`src/rtl/lcd_cmd_scheduler.sv`:
```
// Arbitrates the LCD instruction FSM between the power-on configuration sequence,
// a character-write port and a clear-display port; also owns the clk_cnt timebase.
module lcd_cmd_scheduler #(
    parameter int CLEAR_WAIT = 82000,
    parameter int CNT_W      = 17
) (
    input  logic        clk,
    input  logic        reset,
    input  logic        init_done,
    input  logic        instr_enable,
    input  logic        instr_done,
    input  logic        wr_req,
    input  logic [6:0]  wr_addr,
    input  logic [7:0]  wr_data,
    input  logic        clr_req,
    output logic        next_instruction,
    output logic [9:0]  db,
    output logic [11:0] clk_cnt,
    output logic        wr_ack,
    output logic        clr_ack,
    output logic        cfg_done,
    output logic        busy
);

    typedef enum logic [3:0] {
        WAIT_INIT,
        CFG_ISSUE,
        CFG_WAIT,
        CLR_DELAY,
        IDLE,
        ADDR_ISSUE,
        ADDR_WAIT,
        DATA_ISSUE,
        DATA_WAIT,
        CLR_ISSUE,
        CLR_WAIT
    } state_t;

    localparam logic [CNT_W-1:0] DLY_LAST = CNT_W'(CLEAR_WAIT - 1);

    state_t           state, state_n;
    logic [1:0]       cfg_idx, cfg_idx_n;
    logic [CNT_W-1:0] dly_cnt;
    logic [6:0]       addr_q, addr_n;
    logic [7:0]       data_q, data_n;
    logic [9:0]       cfg_word;
    logic [9:0]       db_n;
    logic             next_instr_n;
    logic             wr_ack_n;
    logic             clr_ack_n;
    logic             cfg_done_n;
    logic             busy_n;

    // Next-state logic; requests are ignored during an ack cycle so a requester
    // that drops its level on seeing the ack is not served twice.
    always_comb begin
        state_n    = state;
        cfg_idx_n  = cfg_idx;
        addr_n     = addr_q;
        data_n     = data_q;
        wr_ack_n   = 1'b0;
        clr_ack_n  = 1'b0;
        cfg_done_n = cfg_done;

        case (state)
            WAIT_INIT: begin
                if (init_done) begin
                    cfg_idx_n = 2'd0;
                    state_n   = CFG_ISSUE;
                end
            end
            CFG_ISSUE: state_n = CFG_WAIT;
            CFG_WAIT: begin
                if (instr_done) begin
                    if (cfg_idx == 2'd3) begin
                        state_n = CLR_DELAY;
                    end else begin
                        cfg_idx_n = cfg_idx + 2'd1;
                        state_n   = CFG_ISSUE;
                    end
                end
            end
            CLR_DELAY: begin
                if (dly_cnt == DLY_LAST) begin
                    state_n = IDLE;
                    if (cfg_done) begin
                        clr_ack_n = 1'b1;
                    end else begin
                        cfg_done_n = 1'b1;
                    end
                end
            end
            IDLE: begin
                if (cfg_done && !wr_ack && !clr_ack) begin
                    if (clr_req) begin
                        state_n = CLR_ISSUE;
                    end else if (wr_req) begin
                        addr_n  = wr_addr;
                        data_n  = wr_data;
                        state_n = ADDR_ISSUE;
                    end
                end
            end
            ADDR_ISSUE: state_n = ADDR_WAIT;
            ADDR_WAIT: begin
                if (instr_done) begin
                    state_n = DATA_ISSUE;
                end
            end
            DATA_ISSUE: state_n = DATA_WAIT;
            DATA_WAIT: begin
                if (instr_done) begin
                    state_n  = IDLE;
                    wr_ack_n = 1'b1;
                end
            end
            CLR_ISSUE: state_n = CLR_WAIT;
            CLR_WAIT: begin
                if (instr_done) begin
                    state_n = CLR_DELAY;
                end
            end
            default: state_n = WAIT_INIT;
        endcase
    end

    always_comb begin
        cfg_word = 10'h000;
        case (cfg_idx_n)
            2'd0: cfg_word = 10'h028;
            2'd1: cfg_word = 10'h006;
            2'd2: cfg_word = 10'h00C;
            2'd3: cfg_word = 10'h001;
            default: cfg_word = 10'h000;
        endcase
    end

    // Outputs are decoded from the upcoming state so they register alongside it.
    always_comb begin
        db_n = db;
        case (state_n)
            WAIT_INIT, IDLE:        db_n = 10'h000;
            CFG_ISSUE, CFG_WAIT:    db_n = cfg_word;
            ADDR_ISSUE, ADDR_WAIT:  db_n = {2'b00, 1'b1, addr_n};
            DATA_ISSUE, DATA_WAIT:  db_n = {2'b10, data_n};
            CLR_ISSUE, CLR_WAIT:    db_n = 10'h001;
            default:                db_n = db;
        endcase
        next_instr_n = (state_n == CFG_ISSUE) || (state_n == ADDR_ISSUE) ||
                       (state_n == DATA_ISSUE) || (state_n == CLR_ISSUE);
        busy_n       = !((state_n == IDLE) && cfg_done_n);
    end

    always_ff @(posedge clk or posedge reset) begin
        if (reset) begin
            state            <= WAIT_INIT;
            cfg_idx          <= 2'd0;
            addr_q           <= 7'h00;
            data_q           <= 8'h00;
            next_instruction <= 1'b0;
            db               <= 10'h000;
            wr_ack           <= 1'b0;
            clr_ack          <= 1'b0;
            cfg_done         <= 1'b0;
            busy             <= 1'b0;
        end else begin
            state            <= state_n;
            cfg_idx          <= cfg_idx_n;
            addr_q           <= addr_n;
            data_q           <= data_n;
            next_instruction <= next_instr_n;
            db               <= db_n;
            wr_ack           <= wr_ack_n;
            clr_ack          <= clr_ack_n;
            cfg_done         <= cfg_done_n;
            busy             <= busy_n;
        end
    end

    // Post-clear delay: zero on entry, so exit at DLY_LAST gives CLEAR_WAIT cycles.
    always_ff @(posedge clk or posedge reset) begin
        if (reset) begin
            dly_cnt <= '0;
        end else if (state == CLR_DELAY) begin
            dly_cnt <= dly_cnt + 1'b1;
        end else begin
            dly_cnt <= '0;
        end
    end

    always_ff @(posedge clk or posedge reset) begin
        if (reset) begin
            clk_cnt <= 12'd0;
        end else if (instr_enable) begin
            clk_cnt <= clk_cnt + 12'd1;
        end else begin
            clk_cnt <= 12'd0;
        end
    end

endmodule

```
`config.mk`:
```
export PLATFORM = sky130hd
export DESIGN_NAME = lcd_cmd_scheduler
export DESIGN_NICKNAME = d
export VERILOG_FILES = /design/src/rtl/lcd_cmd_scheduler.sv
export SDC_FILE = /design/constraint.sdc
export NUM_CORES = 1
export LEC_CHECK = 0
export BUFFER_PORTS_ARGS = -buffer_cell sky130_fd_sc_hd__buf_2
export CORE_ASPECT_RATIO = 0.75
export CORE_MARGIN = 2
export CORE_UTILIZATION = 45
export CTS_CLUSTER_SIZE = 10
export DETAILED_ROUTE_END_ITERATION = 7
export HOLD_SLACK_MARGIN = 0.06
export PLACE_DENSITY_LB_ADDON = 0.3
export SLEW_MARGIN = 30
export SYNTH_ARGS = -nofsm -noshare
export SYNTH_HDL_FRONTEND = slang
export SYNTH_SLANG_ARGS = --single-unit
```
`constraint.sdc`:
```
create_clock -name clk -period 4.46 [get_ports clk]
set_clock_uncertainty 0.1 [all_clocks]
set_input_delay 0.223 -clock clk [delete_from_list [all_inputs] [get_ports clk]]
set_output_delay 0.223 -clock clk [all_outputs]
set_load 0.02 [all_outputs]
```
==> results.json <==
{
  "outcome": "finished, final reports clean",
  "p_comb_share_pct": 30.7,
  "p_total_mw": 1.63,
  "leakage_nw": 1.88,
  "io_pins": 49,
  "grt_pass1_wl_um": 10400,
  "place_area_mm2": 0.00341,
  "pre_cts_ws_ns": 1.66,
  "rsz0062_at_grt": "no",
  "met3WireLength_um": 321,
  "tns_ns": 0,
  "postCtsResizedCells": 0,
  "synth.avg_cell_area_um2": 11.0,
  "synth_compound_area_share_pct": 11.0,
  "syn-cell-area_mm2": 0.00314,
  "cts_buffers": 9,
  "met1Wirelength_um": 3080,
  "multi_input_area_mm2": 0.00141,
  "power_frac_seq_pct": 42.7,
  "cts_tree": "yes",
  "startpoint_type": "flip-flop",
  "p_int_mw": 1.06,
  "synth_edf_count": 0,
  "synth_ff_type": "dfrtp_1",
  "overflow": 0,
  "power_switching_mw": 0.572,
  "hold_viol_final": 0,
  "area_growth_pct": 19.1,
  "die_w_um": 100,
  "grt_antenna_before_repair": 0,
  "place_inst": 408,
  "async_flop_share_pct": 100,
  "synthAdderAreaFrac_pct": 1.99,
  "wl_um": 6200,
  "worstPathRequired_ns": 4.58,
  "setup_ws_ns": 1.63,
  "remaining_drc_errors": 0,
  "synth-seq-cells": 64,
  "peakVddDrop_mv": 0.244,
  "synth_fp_nets": 312,
  "core-area_mm2": 0.00677,
  "setup_viol": 0,
  "sw_frac_of_total_pct": 35.1,
  "reg2reg_slack_ns": 1.63,
  "synth_simple_gate_area_share_pct": 20.2,
  "num-fill-cells": 611,
  "diodes": 0,
  "fmax_ghz": 0.353,
  "synthMuxAreaShare_pct": 5.66,
  "routedWlPerCell_um": 14.1,
  "cp.arrival_ns": 2.95,
  "nets": 377,
  "cts_hold_buf": 15,
  "postCtsSetupBuffers": 0,
  "drt-initial-drc-count": 102,
  "final_cell_mix": "dfrtp_1, buf_2, nor2_1, nand2_1, and2_1",
  "track_usage_pct": 17.2,
  "clock_latency_ns": 0.34,
  "gp_congestion": 0.880,
  "initial_core_util_pct": 46.4,
  "synthDistinctLibCells": 51,
  "synth_top_family_by_area": "simple AND/OR/NAND/NOR gates",
  "final_cells": 439,
  "fin_worst_hold_slack_ns": 0.0825,
  "cap_viol_max_count": 0,
  "synthXorXnorAreaFrac_pct": 5.86,
  "die_h_um": 76.3,
  "powerDensity_mw_per_mm2": 437,
  "rows": 26,
  "num_vias": 2282,
  "worstMarginPinSlew_ns": 0.784,
  "layout_commonest_cell": "dfrtp_1",
  "cts_max_level": 3,
  "ant_nets": 0,
  "yosysSeqAreaShare_pct": 51.0,
  "io_buffers": 47,
  "critPathCaptureType": "flip-flop",
  "cts.sinks": 64,
  "firstDrtPassIters": 4,
  "top_layer": "met4",
  "seq_area_mm2": 0.00160,
  "layout-drive-gt1-share_pct": 26.5,
  "yosys_warnings": 0,
  "cts-root-buf": "clkbuf_8",
  "path_max_fanout": 14,
  "slew_violations": 0,
  "path_class": "reg2reg",
  "final_util_pct": 55.2,
  "vias_per_cell": 5.20,
  "grt_pass1_vias": 2201,
  "period_share_pct": 63.4,
  "clk_pin_slew_ns": 0.07,
  "met2_wirelength_um": 2720,
  "min_period_ns": 2.83,
  "netlist_instances": 285,
  "p_clk_share_pct": 26.6,
  "hpwl_um": 4240,
  "ctsLongestPathBuffers": 2,
  "fin_area_mm2": 0.00374,
  "dieArea_mm2": 0.00766,
  "grt_max_degree": 65,
  "min_path_type": "in2reg",
  "slew_headroom_pct": 47.7
}
==> area by class of cell <==
type / instances / area share (%)
Clock buffer: 10 / 3.68
Inverter: 16 / 1.61
Clock inverter: 6 / 0.937
Multi-Input combinational cell: 196 / 37.6
Tap cell: 84 / 2.81
Sequential cell: 64 / 42.9
Timing Repair Buffer: 63 / 10.5
==> registers in the layout (all words and copies together), names as in the netlist <==
| name | count |
|---|---|
| clk_cnt | 12 |
| clr_ack | 1 |
| wr_ack | 1 |
| cfg_idx | 2 |
| state | 4 |
| cfg_done | 1 |
| busy | 1 |
| db | 9 |
| data_q | 8 |
| dly_cnt | 17 |
| next_instruction | 1 |
| addr_q | 7 |
==> worst max-delay path, cell delays in order (launching register included) <==
cell	delay, ns
dfrtp_1	0.62
nor4bb_1	0.43
nor2b_1	0.24
o21ai_0	0.10
a21oi_1	0.34
inv_1	0.09
ha_1	0.30
nand2_1	0.05
o21ai_0	0.08
a221o_2	0.36
==> power by group through the flow <==
stage               sequential [mW]  combinational [mW]  clock (mW)
floorplan                     0.702               0.388           0
global placement              0.704               0.483           0
detailed placement            0.706               0.490           0
CTS                           0.696               0.501       0.448
global route                  0.706               0.554       0.476
finish                        0.697               0.501       0.434
==> per-layer routing <==
metal / up-vias / GRT usage, %
met2: 58 / 25.1
met5: - / 0
li1: 1121 / -
met1: 1097 / 24.5
met3: 6 / 6.15
met4: 0 / 4.52
==> synthesized netlist by cell type, drive strengths merged, types with 2 or more instances <==
cell | instances | area (µm²)
dfrtp | 64 | 1600
nor2 | 21 | 78.8
and2 | 18 | 114
nand2 | 17 | 63.8
inv | 16 | 60.1
nand3 | 13 | 65.1
o21ai | 13 | 68.8
xnor2 | 12 | 105
mux2 | 11 | 128
a221o | 9 | 93.8
xor2 | 9 | 78.8
a21oi | 8 | 40.0
and3 | 6 | 37.5
buf | 6 | 60.1
ha | 5 | 62.6
mux2i | 5 | 50.1
or3 | 5 | 31.3
nand4 | 4 | 25.0
nor3 | 4 | 31.3
clkbuf | 3 | 11.3
nor2b | 3 | 26.3
nor4b | 3 | 26.3
o22ai | 3 | 25.0
a21boi | 2 | 15.0
a21o | 2 | 15.0
a221oi | 2 | 17.5
a31oi | 2 | 12.5
and4 | 2 | 17.5
nand2b | 2 | 12.5
or2 | 2 | 12.5
or4 | 2 | 20.0
==> cell families (layout without fill, tap and decap cells) <==
logic type / count (synthesis) / count (layout)
other: 1 / 1
multiplexers: 16 / 16
AO/OA/AOI/OAI: 45 / 45
adder cells (fa/ha/maj): 5 / 5
XOR/XNOR: 21 / 21
flip-flops: 64 / 64
buffers and inverters: 25 / 95
AND/OR/NAND/NOR: 108 / 108
==> path summary, 6_finish.rpt <==
| path | to | depth (start not counted) | startpoint |
|---|---|---|---|
| max | db[2]$_DFFE_PP0P_ | 9 | state[1]$_DFF_PP0_ |
| min in group asynchronous | dly_cnt[2]$_DFF_PP0_ | 4 | reset |
| min reg2reg | dly_cnt[0]$_DFF_PP0_ | 1 | dly_cnt[0]$_DFF_PP0_ |
| max in group asynchronous | dly_cnt[14]$_DFF_PP0_ | 4 | reset |
| min | data_q[2]$_DFF_PP0_ | 2 | wr_data[2] |
| max reg2reg | db[2]$_DFFE_PP0P_ | 9 | state[1]$_DFF_PP0_ |
(Power assumes the default switching activity.)
